## src/rtl/framebuffer_scanout_pkg.sv

```systemverilog
// Raster timing defaults and control types shared by the VGA scanout path.
package framebuffer_scanout_pkg;

    localparam int DEF_H_VISIBLE = 640;
    localparam int DEF_H_FRONT   = 16;
    localparam int DEF_H_SYNC    = 96;
    localparam int DEF_H_BACK    = 48;
    localparam int DEF_V_VISIBLE = 480;
    localparam int DEF_V_FRONT   = 10;
    localparam int DEF_V_SYNC    = 2;
    localparam int DEF_V_BACK    = 33;

    localparam int DEF_FB_WIDTH  = 160;
    localparam int DEF_FB_HEIGHT = 120;

    localparam int FB_ADDR_W = 15;
    localparam int COLOUR_W  = 24;

    // Per-pixel control travelling alongside the colour through the pipeline.
    typedef struct packed {
        logic hSyncN;
        logic vSyncN;
        logic visible;
    } rasterCtl_t;

    localparam rasterCtl_t CTL_RESET = '{hSyncN: 1'b1, vSyncN: 1'b1, visible: 1'b0};

endpackage

```

## src/rtl/framebuffer_scanout_timing_gen.sv

```systemverilog
// Raster counters at half the system clock, raw sync/visible decode and the
// frame-start pulse at the first line of vertical blanking.
module scanout_timing_gen
    import framebuffer_scanout_pkg::*;
#(
    parameter int H_VISIBLE = DEF_H_VISIBLE,
    parameter int H_FRONT   = DEF_H_FRONT,
    parameter int H_SYNC    = DEF_H_SYNC,
    parameter int H_BACK    = DEF_H_BACK,
    parameter int V_VISIBLE = DEF_V_VISIBLE,
    parameter int V_FRONT   = DEF_V_FRONT,
    parameter int V_SYNC    = DEF_V_SYNC,
    parameter int V_BACK    = DEF_V_BACK,
    parameter int HW        = $clog2(H_VISIBLE + H_FRONT + H_SYNC + H_BACK),
    parameter int VW        = $clog2(V_VISIBLE + V_FRONT + V_SYNC + V_BACK)
) (
    input  logic          clk,
    input  logic          resetn,
    output logic          pixEn,
    output logic [HW-1:0] hCount,
    output logic [VW-1:0] vCount,
    output rasterCtl_t    rawCtl,
    output logic          frameStart
);

    localparam int H_TOTAL = H_VISIBLE + H_FRONT + H_SYNC + H_BACK;
    localparam int V_TOTAL = V_VISIBLE + V_FRONT + V_SYNC + V_BACK;

    localparam logic [HW-1:0] H_LAST  = HW'(H_TOTAL - 1);
    localparam logic [HW-1:0] H_VIS_C = HW'(H_VISIBLE);
    localparam logic [HW-1:0] H_SS    = HW'(H_VISIBLE + H_FRONT);
    localparam logic [HW-1:0] H_SE    = HW'(H_VISIBLE + H_FRONT + H_SYNC);
    localparam logic [VW-1:0] V_LAST  = VW'(V_TOTAL - 1);
    localparam logic [VW-1:0] V_VIS_C = VW'(V_VISIBLE);
    localparam logic [VW-1:0] V_VIS_L = VW'(V_VISIBLE - 1);
    localparam logic [VW-1:0] V_SS    = VW'(V_VISIBLE + V_FRONT);
    localparam logic [VW-1:0] V_SE    = VW'(V_VISIBLE + V_FRONT + V_SYNC);

    logic hLast;
    logic vLast;

    assign hLast = (hCount == H_LAST);
    assign vLast = (vCount == V_LAST);

    always_ff @(posedge clk or negedge resetn) begin
        if (!resetn) begin
            pixEn      <= 1'b0;
            hCount     <= '0;
            vCount     <= '0;
            frameStart <= 1'b0;
        end else begin
            pixEn      <= ~pixEn;
            // Fires on the same edge that moves the counters onto the first blank line.
            frameStart <= pixEn && hLast && (vCount == V_VIS_L);
            if (pixEn) begin
                hCount <= hLast ? '0 : hCount + 1'b1;
                if (hLast)
                    vCount <= vLast ? '0 : vCount + 1'b1;
            end
        end
    end

    assign rawCtl.visible = (hCount < H_VIS_C) && (vCount < V_VIS_C);
    assign rawCtl.hSyncN  = !((hCount >= H_SS) && (hCount < H_SE));
    assign rawCtl.vSyncN  = !((vCount >= V_SS) && (vCount < V_SE));

endmodule

```

## src/rtl/framebuffer_scanout.sv

```systemverilog
// Frame buffer read side: 160x120 buffer scanned out as a 640x480 raster with
// 4x4 pixel replication; colour and syncs leave aligned two pixel periods later.
module framebuffer_scanout
    import framebuffer_scanout_pkg::*;
#(
    parameter int H_VISIBLE = DEF_H_VISIBLE,
    parameter int H_FRONT   = DEF_H_FRONT,
    parameter int H_SYNC    = DEF_H_SYNC,
    parameter int H_BACK    = DEF_H_BACK,
    parameter int V_VISIBLE = DEF_V_VISIBLE,
    parameter int V_FRONT   = DEF_V_FRONT,
    parameter int V_SYNC    = DEF_V_SYNC,
    parameter int V_BACK    = DEF_V_BACK,
    parameter int FB_WIDTH  = DEF_FB_WIDTH,
    parameter int FB_HEIGHT = DEF_FB_HEIGHT
) (
    input  logic                 clk,
    input  logic                 resetn,
    output logic [FB_ADDR_W-1:0] fbAddress,
    input  logic [COLOUR_W-1:0]  fbColour,
    output logic [7:0]           VGA_R,
    output logic [7:0]           VGA_G,
    output logic [7:0]           VGA_B,
    output logic                 VGA_HS,
    output logic                 VGA_VS,
    output logic                 VGA_BLANK_N,
    output logic                 VGA_SYNC_N,
    output logic                 VGA_CLK,
    output logic                 frameStart
);

    localparam int HW    = $clog2(H_VISIBLE + H_FRONT + H_SYNC + H_BACK);
    localparam int VW    = $clog2(V_VISIBLE + V_FRONT + V_SYNC + V_BACK);
    localparam int COL_W = $clog2(FB_WIDTH);
    localparam int ROW_W = $clog2(FB_HEIGHT);

    logic          pixEn;
    logic [HW-1:0] hCount;
    logic [VW-1:0] vCount;
    rasterCtl_t    rawCtl;
    rasterCtl_t    ctlD;

    logic [COL_W-1:0]     col;
    logic [ROW_W-1:0]     row;
    logic [FB_ADDR_W-1:0] addrNext;

    scanout_timing_gen #(
        .H_VISIBLE(H_VISIBLE), .H_FRONT(H_FRONT), .H_SYNC(H_SYNC), .H_BACK(H_BACK),
        .V_VISIBLE(V_VISIBLE), .V_FRONT(V_FRONT), .V_SYNC(V_SYNC), .V_BACK(V_BACK),
        .HW(HW), .VW(VW)
    ) uTiming (
        .clk       (clk),
        .resetn    (resetn),
        .pixEn     (pixEn),
        .hCount    (hCount),
        .vCount    (vCount),
        .rawCtl    (rawCtl),
        .frameStart(frameStart)
    );

    assign col = COL_W'(hCount >> 2);
    assign row = ROW_W'(vCount >> 2);

    // row*160 as two shifts; the buffer pitch is fixed at 160 words.
    assign addrNext = (FB_ADDR_W'(row) << 7) + (FB_ADDR_W'(row) << 5) + FB_ADDR_W'(col);

    // Stage 1: address to the RAM, control held alongside it.
    always_ff @(posedge clk or negedge resetn) begin
        if (!resetn) begin
            fbAddress <= '0;
            ctlD      <= CTL_RESET;
        end else if (pixEn) begin
            ctlD <= rawCtl;
            if (rawCtl.visible)
                fbAddress <= addrNext;
        end
    end

    // Stage 2: RAM data has landed one clk after the address; register to the pins.
    always_ff @(posedge clk or negedge resetn) begin
        if (!resetn) begin
            {VGA_R, VGA_G, VGA_B} <= '0;
            VGA_HS                <= 1'b1;
            VGA_VS                <= 1'b1;
            VGA_BLANK_N           <= 1'b0;
        end else if (pixEn) begin
            {VGA_R, VGA_G, VGA_B} <= ctlD.visible ? fbColour : '0;
            VGA_HS                <= ctlD.hSyncN;
            VGA_VS                <= ctlD.vSyncN;
            VGA_BLANK_N           <= ctlD.visible;
        end
    end

    assign VGA_CLK    = pixEn;
    assign VGA_SYNC_N = 1'b0;

endmodule
```

## config.mk

```make
export PLATFORM = sky130hd
export DESIGN_NAME = framebuffer_scanout
export DESIGN_NICKNAME = d
export VERILOG_FILES = /design/src/rtl/framebuffer_scanout_pkg.sv /design/src/rtl/framebuffer_scanout_timing_gen.sv /design/src/rtl/framebuffer_scanout.sv
export SDC_FILE = /design/constraint.sdc
export NUM_CORES = 1
export LEC_CHECK = 0
export BUFFER_PORTS_ARGS = -buffer_cell sky130_fd_sc_hd__buf_2
export CAP_MARGIN = 20
export CORE_MARGIN = 10
export CORE_UTILIZATION = 54
export CTS_CLUSTER_DIAMETER = 60
export CTS_CLUSTER_SIZE = 16
export DETAILED_ROUTE_END_ITERATION = 10
export GPL_ROUTABILITY_DRIVEN = 0
export PLACE_DENSITY = 0.79
export SYNTH_ARGS = -nofsm -noshare
export SYNTH_HDL_FRONTEND = slang
export SYNTH_SLANG_ARGS = --single-unit
```

## constraint.sdc

```tcl
create_clock -name clk -period 2.85 [get_ports clk]
set_input_delay 0 -clock clk [delete_from_list [all_inputs] [get_ports clk]]
set_output_delay 0 -clock clk [all_outputs]
set_load 0.01 [all_outputs]
```

== Word level (Yosys, flattened, before mapping) ==
Cells that the tools add are included.

* Register bits: 67
* Input port bits: 26
* Output and inout port bits: 45
* Logic and storage cells: 40

* Add/sub/neg operators: 4
* Order comparisons: 6
* Eq/ne operators: 3
* Multiplexer cells: 3
* Bitwise operators: 1
* Reductions and logical operators: 9

{| class="wikitable"
|+ Operators by type and width
! cell !! count
|-
| $mux W24 || 1
|-
| $add A10 B1 Y10 const B || 2
|-
| $eq A10 B10 Y1 const B || 2
|-
| $lt A10 B10 Y1 const B || 2
|-
| $lt A10 B9 Y1 const B || 2
|-
| $mux W10 || 2
|-
| $add A14 B12 Y15 || 1
|-
| $add A15 B8 Y15 || 1
|-
| $eq A10 B9 Y1 const B || 1
|-
| $ge A10 B10 Y1 const B || 1
|-
| $ge A10 B9 Y1 const B || 1
|-
| $logic_and A1 B1 Y1 || 5
|-
| $reduce_and A2 Y1 || 2
|-
| $logic_not A1 Y1 || 2
|-
| $not A1 Y1 || 1
|}

== Logic depth before layout (Yosys ltp) ==
* Word-level depth: 3
* Depth in mapped cells: 10
* Gate-level depth less buffers: 9

== Cells and area by module ==
A second synthesis with hierarchy kept.

* Cells, all modules: 319
* Area, all modules: 3373.2 um^2

{| class="wikitable"
|+ Modules (own cells, without submodules)
! module !! times used !! cells an instance !! area an instance (um^2) !! sequential area each (um^2)
|-
| framebuffer_scanout || 1 || 206 || 2188.3 || 1131.1
|-
| scanout_timing_gen || 1 || 113 || 1184.9 || 550.5
|}

== Least setup slack after synthesis ==
No wires, ideal clock.

* Path kind: reg-to-reg
* Start point: register uTiming.vCount[4]
* End point: register fbAddress[13]
* Setup time: 137 ps
* Arrival: 2331 ps
* Data required time: 2713 ps
* Setup slack: 383 ps
* Cell stages (with the launch flop): 11
* Path buffers: 1
* Period minus slack after synthesis: 2467 ps
* Cell sequence: dfrtp_1 > buf_2 > inv_1 > fa_1 > inv_1 > ha_1 > a211oi_1 > nor2_1 > o41ai_1 > xor2_1 > o21ai_0

* Word-level cells in the longest chain between the ends: 3
* Elaborated cells on any way between the ends: 5
* Classes of those cells: add/sub: 2; order compare: 1; reduce/logical: 2

{| class="wikitable"
|+ RTL lines
! element !! RTL line !! text
|-
| start: declaration || framebuffer_scanout_timing_gen.sv:21 || <nowiki>output logic [VW-1:0] vCount,</nowiki>
|-
| start signal: assignment || framebuffer_scanout_timing_gen.sv:58 || <nowiki>vCount <= vLast ? '0 : vCount + 1'b1;</nowiki>
|-
| branches (longest 3 deep; another with $add A14 B12 Y15) || - ||
|-
| end signal: assignment || framebuffer_scanout.sv:75 || <nowiki>fbAddress <= addrNext;</nowiki>
|-
| end: declaration || framebuffer_scanout.sv:19 || <nowiki>output logic [FB_ADDR_W-1:0] fbAddress,</nowiki>
|}

Parallel ways; which one is timed is not known.
A chain may end at the register's enable or synchronous reset.

== Final worst setup path ==
* Start point: register uTiming.hCount[9]
* End point: register fbAddress[13]

* Word-level cells in the longest chain between the ends: 3
* Elaborated cells on any way between the ends: 4
* Classes of those cells: add/sub: 1; order compare: 1; reduce/logical: 2

{| class="wikitable"
|+ RTL lines
! element !! RTL line !! text
|-
| start: declaration || framebuffer_scanout_timing_gen.sv:20 || <nowiki>output logic [HW-1:0] hCount,</nowiki>
|-
| start signal: assignment || framebuffer_scanout_timing_gen.sv:56 || <nowiki>hCount <= hLast ? '0 : hCount + 1'b1;</nowiki>
|-
| $lt A10 B10 Y1 || framebuffer_scanout_timing_gen.sv:63 || <nowiki>assign rawCtl.visible = (hCount < H_VIS_C) && (vCount < V_VIS_C);</nowiki>
|-
| $logic_and A1 B1 Y1 || framebuffer_scanout_timing_gen.sv:63 ||
|-
| $reduce_and A2 Y1 (no line) || - ||
|}

Parallel ways exist; a longest one is shown, timed or not.

==> metrics.txt <==
leakage power figure=roughly 0.0021 uW; antenna violations before repair=0; arrival time at the worst endpoint=roughly 2.8 ns; grt ovf=0; Placeable Area=between 0.005 and 0.006 mm2; H-tree levels=3; IR drop worst, VDD=just under 0.3 mV; Pwr Density=around 470 mW/mm2; max-cap violation count=0; required time at the endpoint of the critical path=3.08 ns; DR DRC count=0; detail-routed net length per standard cell=between 15 and 20 um; cell area after synthesis=approximately 0.0033 mm2; post-synth top area share=between 40 and 50%; ratio of cells with drive above 1 in the final layout=between 20 and 30%; vias per std cell=5.40; first element of the critical path=uTiming.hCount[9]$_DFFE_PN0P_; peak clock frequency supported by timing=slightly below 400 MHz; number of enable-type register cells in the synthesized netlist=0; starting density of the core=approximately 56%; gr usage total=roughly 17%; number of inserted diodes=0; number of clock sinks=67; largest area contributor in the synthesized netlist=dfrtp_1; top flip-flop cell by instance count after synthesis=dfrtp_1; fin util=between 70% and 80%; startpoint kind of the worst setup timing path=flop; most common cell in the synthesized netlist=dfrtp_1; hold violation total from the final report=0; dominant cell type by count on the critical path=inv_1; max-slew violation count=0; share of synthesized area occupied by flip-flops and latches=between 50% and 60%; DP HPWL=5.54 mm; Total Die Area=0.00970 mm2; maximum number of pins on one net before global-route repair=46; Clk Latency, worst-skew pair=between 0.3 and 0.4 ns; CTS tree=done; setup_tns=0 ns; Post-Syn Instances=between 300 and 400; worst path bufs/invs=2; number of standard cells in the layout, taps in and fillers out=about 500; YS warnings=0; syn nets=377; ANT nets after route=0; share of synthesized flip-flops with an asynchronous set or reset=100%; critical path fanouts, max=5; Worst-Margin Slew=about 0.77 ns; clk buf depth=2; number of buffers added by the clock tree synthesis step=9; setup repair after global routing missed its margin=false; Slew Limit Headroom=48.4%; post-CTS setup repair buffer count=0; via count=about 2700; via count of the first global-routing pass=around 2600; clock-pin slew of the registers on the worst-case setup and hold paths=~0.07 ns; list of cells traversed by the critical path=inv_1, fa_1, inv_1, ha_1, a211oi_1, nor2_1, o41ai_2, xor2_1, o21ai_0; DIE WIDTH=about 98 um; Placed Instances=462; Final Routed Wirelength=slightly above 8 mm; clock root cell=clkbuf_8; Reg-to-Reg Start=uTiming.hCount[9]$_DFFE_PN0P_; global-route wire length before repair=approximately 13 mm; Area contributors post-synth=dfrtp_1, o21ai_0, ha_1; top cells by instance count after synthesis=dfrtp_1, o21ai_0, inv_1, nand3_1, nand2_1; critical path's largest stage delay=between 0.5 and 0.6 ns; Critical Setup Path Class=reg2reg; flip-flop and latch count after synthesis=67; number of violations reported at the end of detailed-routing iteration 0=between 150 and 200; run status=completed; first-pass detailed-route iteration total=4; cell class contributing the biggest share of worst-path delay=adder cells; Total Nets Final=roughly 470; io pins=71; Post-Route Skew=around 0.0075 ns; vertical die dimension=around 98 um; number of distinct library cells after synthesis=43; Hold Crit Class=in2async; buffers added on ports=just under 70; count of standard-cell rows=28; layout-stage area growth over the synthesis result=25.5%; Syn Area/Cell=10.0 um2; Crit. End Element=flop; share of the cycle needed by the critical path after routing=about 90%; count of endpoints failing setup in the final report=0; minimum period implied by the final worst setup slack=about 2.6 ns; slowest cell on the critical path=fa_1
## path summary, 6_finish.rpt
kind	to	slack, ns	cells past startpoint
min in group clk	VGA_G[2]$_DFFE_PN0P_	0.42	4
worst max-delay path	fbAddress[13]$_DFFE_PN0P_	0.25	9
worst min register to register	fbAddress[14]$_DFFE_PN0P_	0.47	2
worst max register to register	fbAddress[13]$_DFFE_PN0P_	0.25	9
max in group asynchronous	uTiming.pixEn$_DFF_PN0_	1.77	3
worst min-delay path	uTiming.frameStart$_DFF_PN0_	0.15	2
## layout by cell type, fill, tap and decap left out, drive strengths merged, types with 4 or more instances in the layout
cell type    count
nand3           30
nand4            8
buf             73
dfstp            4
a21oi            7
xor2             7
nor2            13
nor3             6
mux2            11
dlygate4sd3     25
dfrtp           63
o21ai           43
clkbuf           9
nand2           21
xnor2            7
ha              17
inv             38
and3             4
## final cells by class
cell class,instances,area [um2]
clock buffer,9,124
multi-input combinational,209,1410
inverter,38,143
timing repair buffer,98,626
sequential,67,1680
tap,75,93.8
fill,458,1780
clock inverter,7,92.6
## stage by stage
step	total power [uW]	hold WS, ns	area (um2)	setup WS (ns)
4_1_cts	1960	0.172	4170	0.156
3_5_place_dp	1080	0.00426	3700	0.167
6_report	1940	0.150	4180	0.253
2_1_floorplan	1020	-0.296	3330	0.383
5_1_grt	2010	0.214	4180	0.0747
3_3_place_gp	1080	0.00121	3700	0.292
## flip-flops by register name (all words and copies together), names as in the netlist
register	count
VGA_VS	1
uTiming.frameStart	1
VGA_R	8
VGA_G	8
VGA_B	8
uTiming.pixEn	1
VGA_HS	1
VGA_BLANK_N	1
uTiming.vCount	10
uTiming.hCount	10
fbAddress	15
ctlD	3
## kinds of logic after synthesis
kind of cell / after synthesis / synth area share (%)
and+or+nand+nor: 98 / 16.0
DFF: 67 / 50.6
AOI/OAI and AO/OA: 66 / 11.1
adders and majority gates: 19 / 7.60
buffers and inverters: 56 / 7.19
other: 1 / 0.113
xor gates and xnor gates: 14 / 3.69
muxes: 11 / 3.72
## where the power goes
group          internal, uW  switching (uW)  leakage (uW)
logic                  57.3            59.3       0.00120
clock network           488             361      0.000101
registers               968            8.86      0.000831
total                  1510             429       0.00213
## worst reg2reg max path, cell delays in order, from the launching register on
cell and delay [ns]:
dfrtp_1 0.42, inv_1 0.10, fa_1 0.59, inv_1 0.06
ha_1 0.32, a211oi_1 0.28, nor2_1 0.12, o41ai_2 0.31
xor2_1 0.19, o21ai_0 0.09
## timing repair
item / 4_1_cts / 5_1_grt
setup endpoints to repair: 0 / 1
hold endpoints to repair: 46 / 0
resized for setup: 0 / 2
hold buffers: 25 / 0
## metal layers
metal  vias to the layer above  share of wire, %  track usage (%)
li1                       1326                 -                -
met4                         0               2.1             8.93
met1                      1311                43             19.3
met3                        14               4.3             3.14
met5                         -                 0                0
met2                        67                50             28.2
Note: power is estimated with default switching activity, not from simulation.
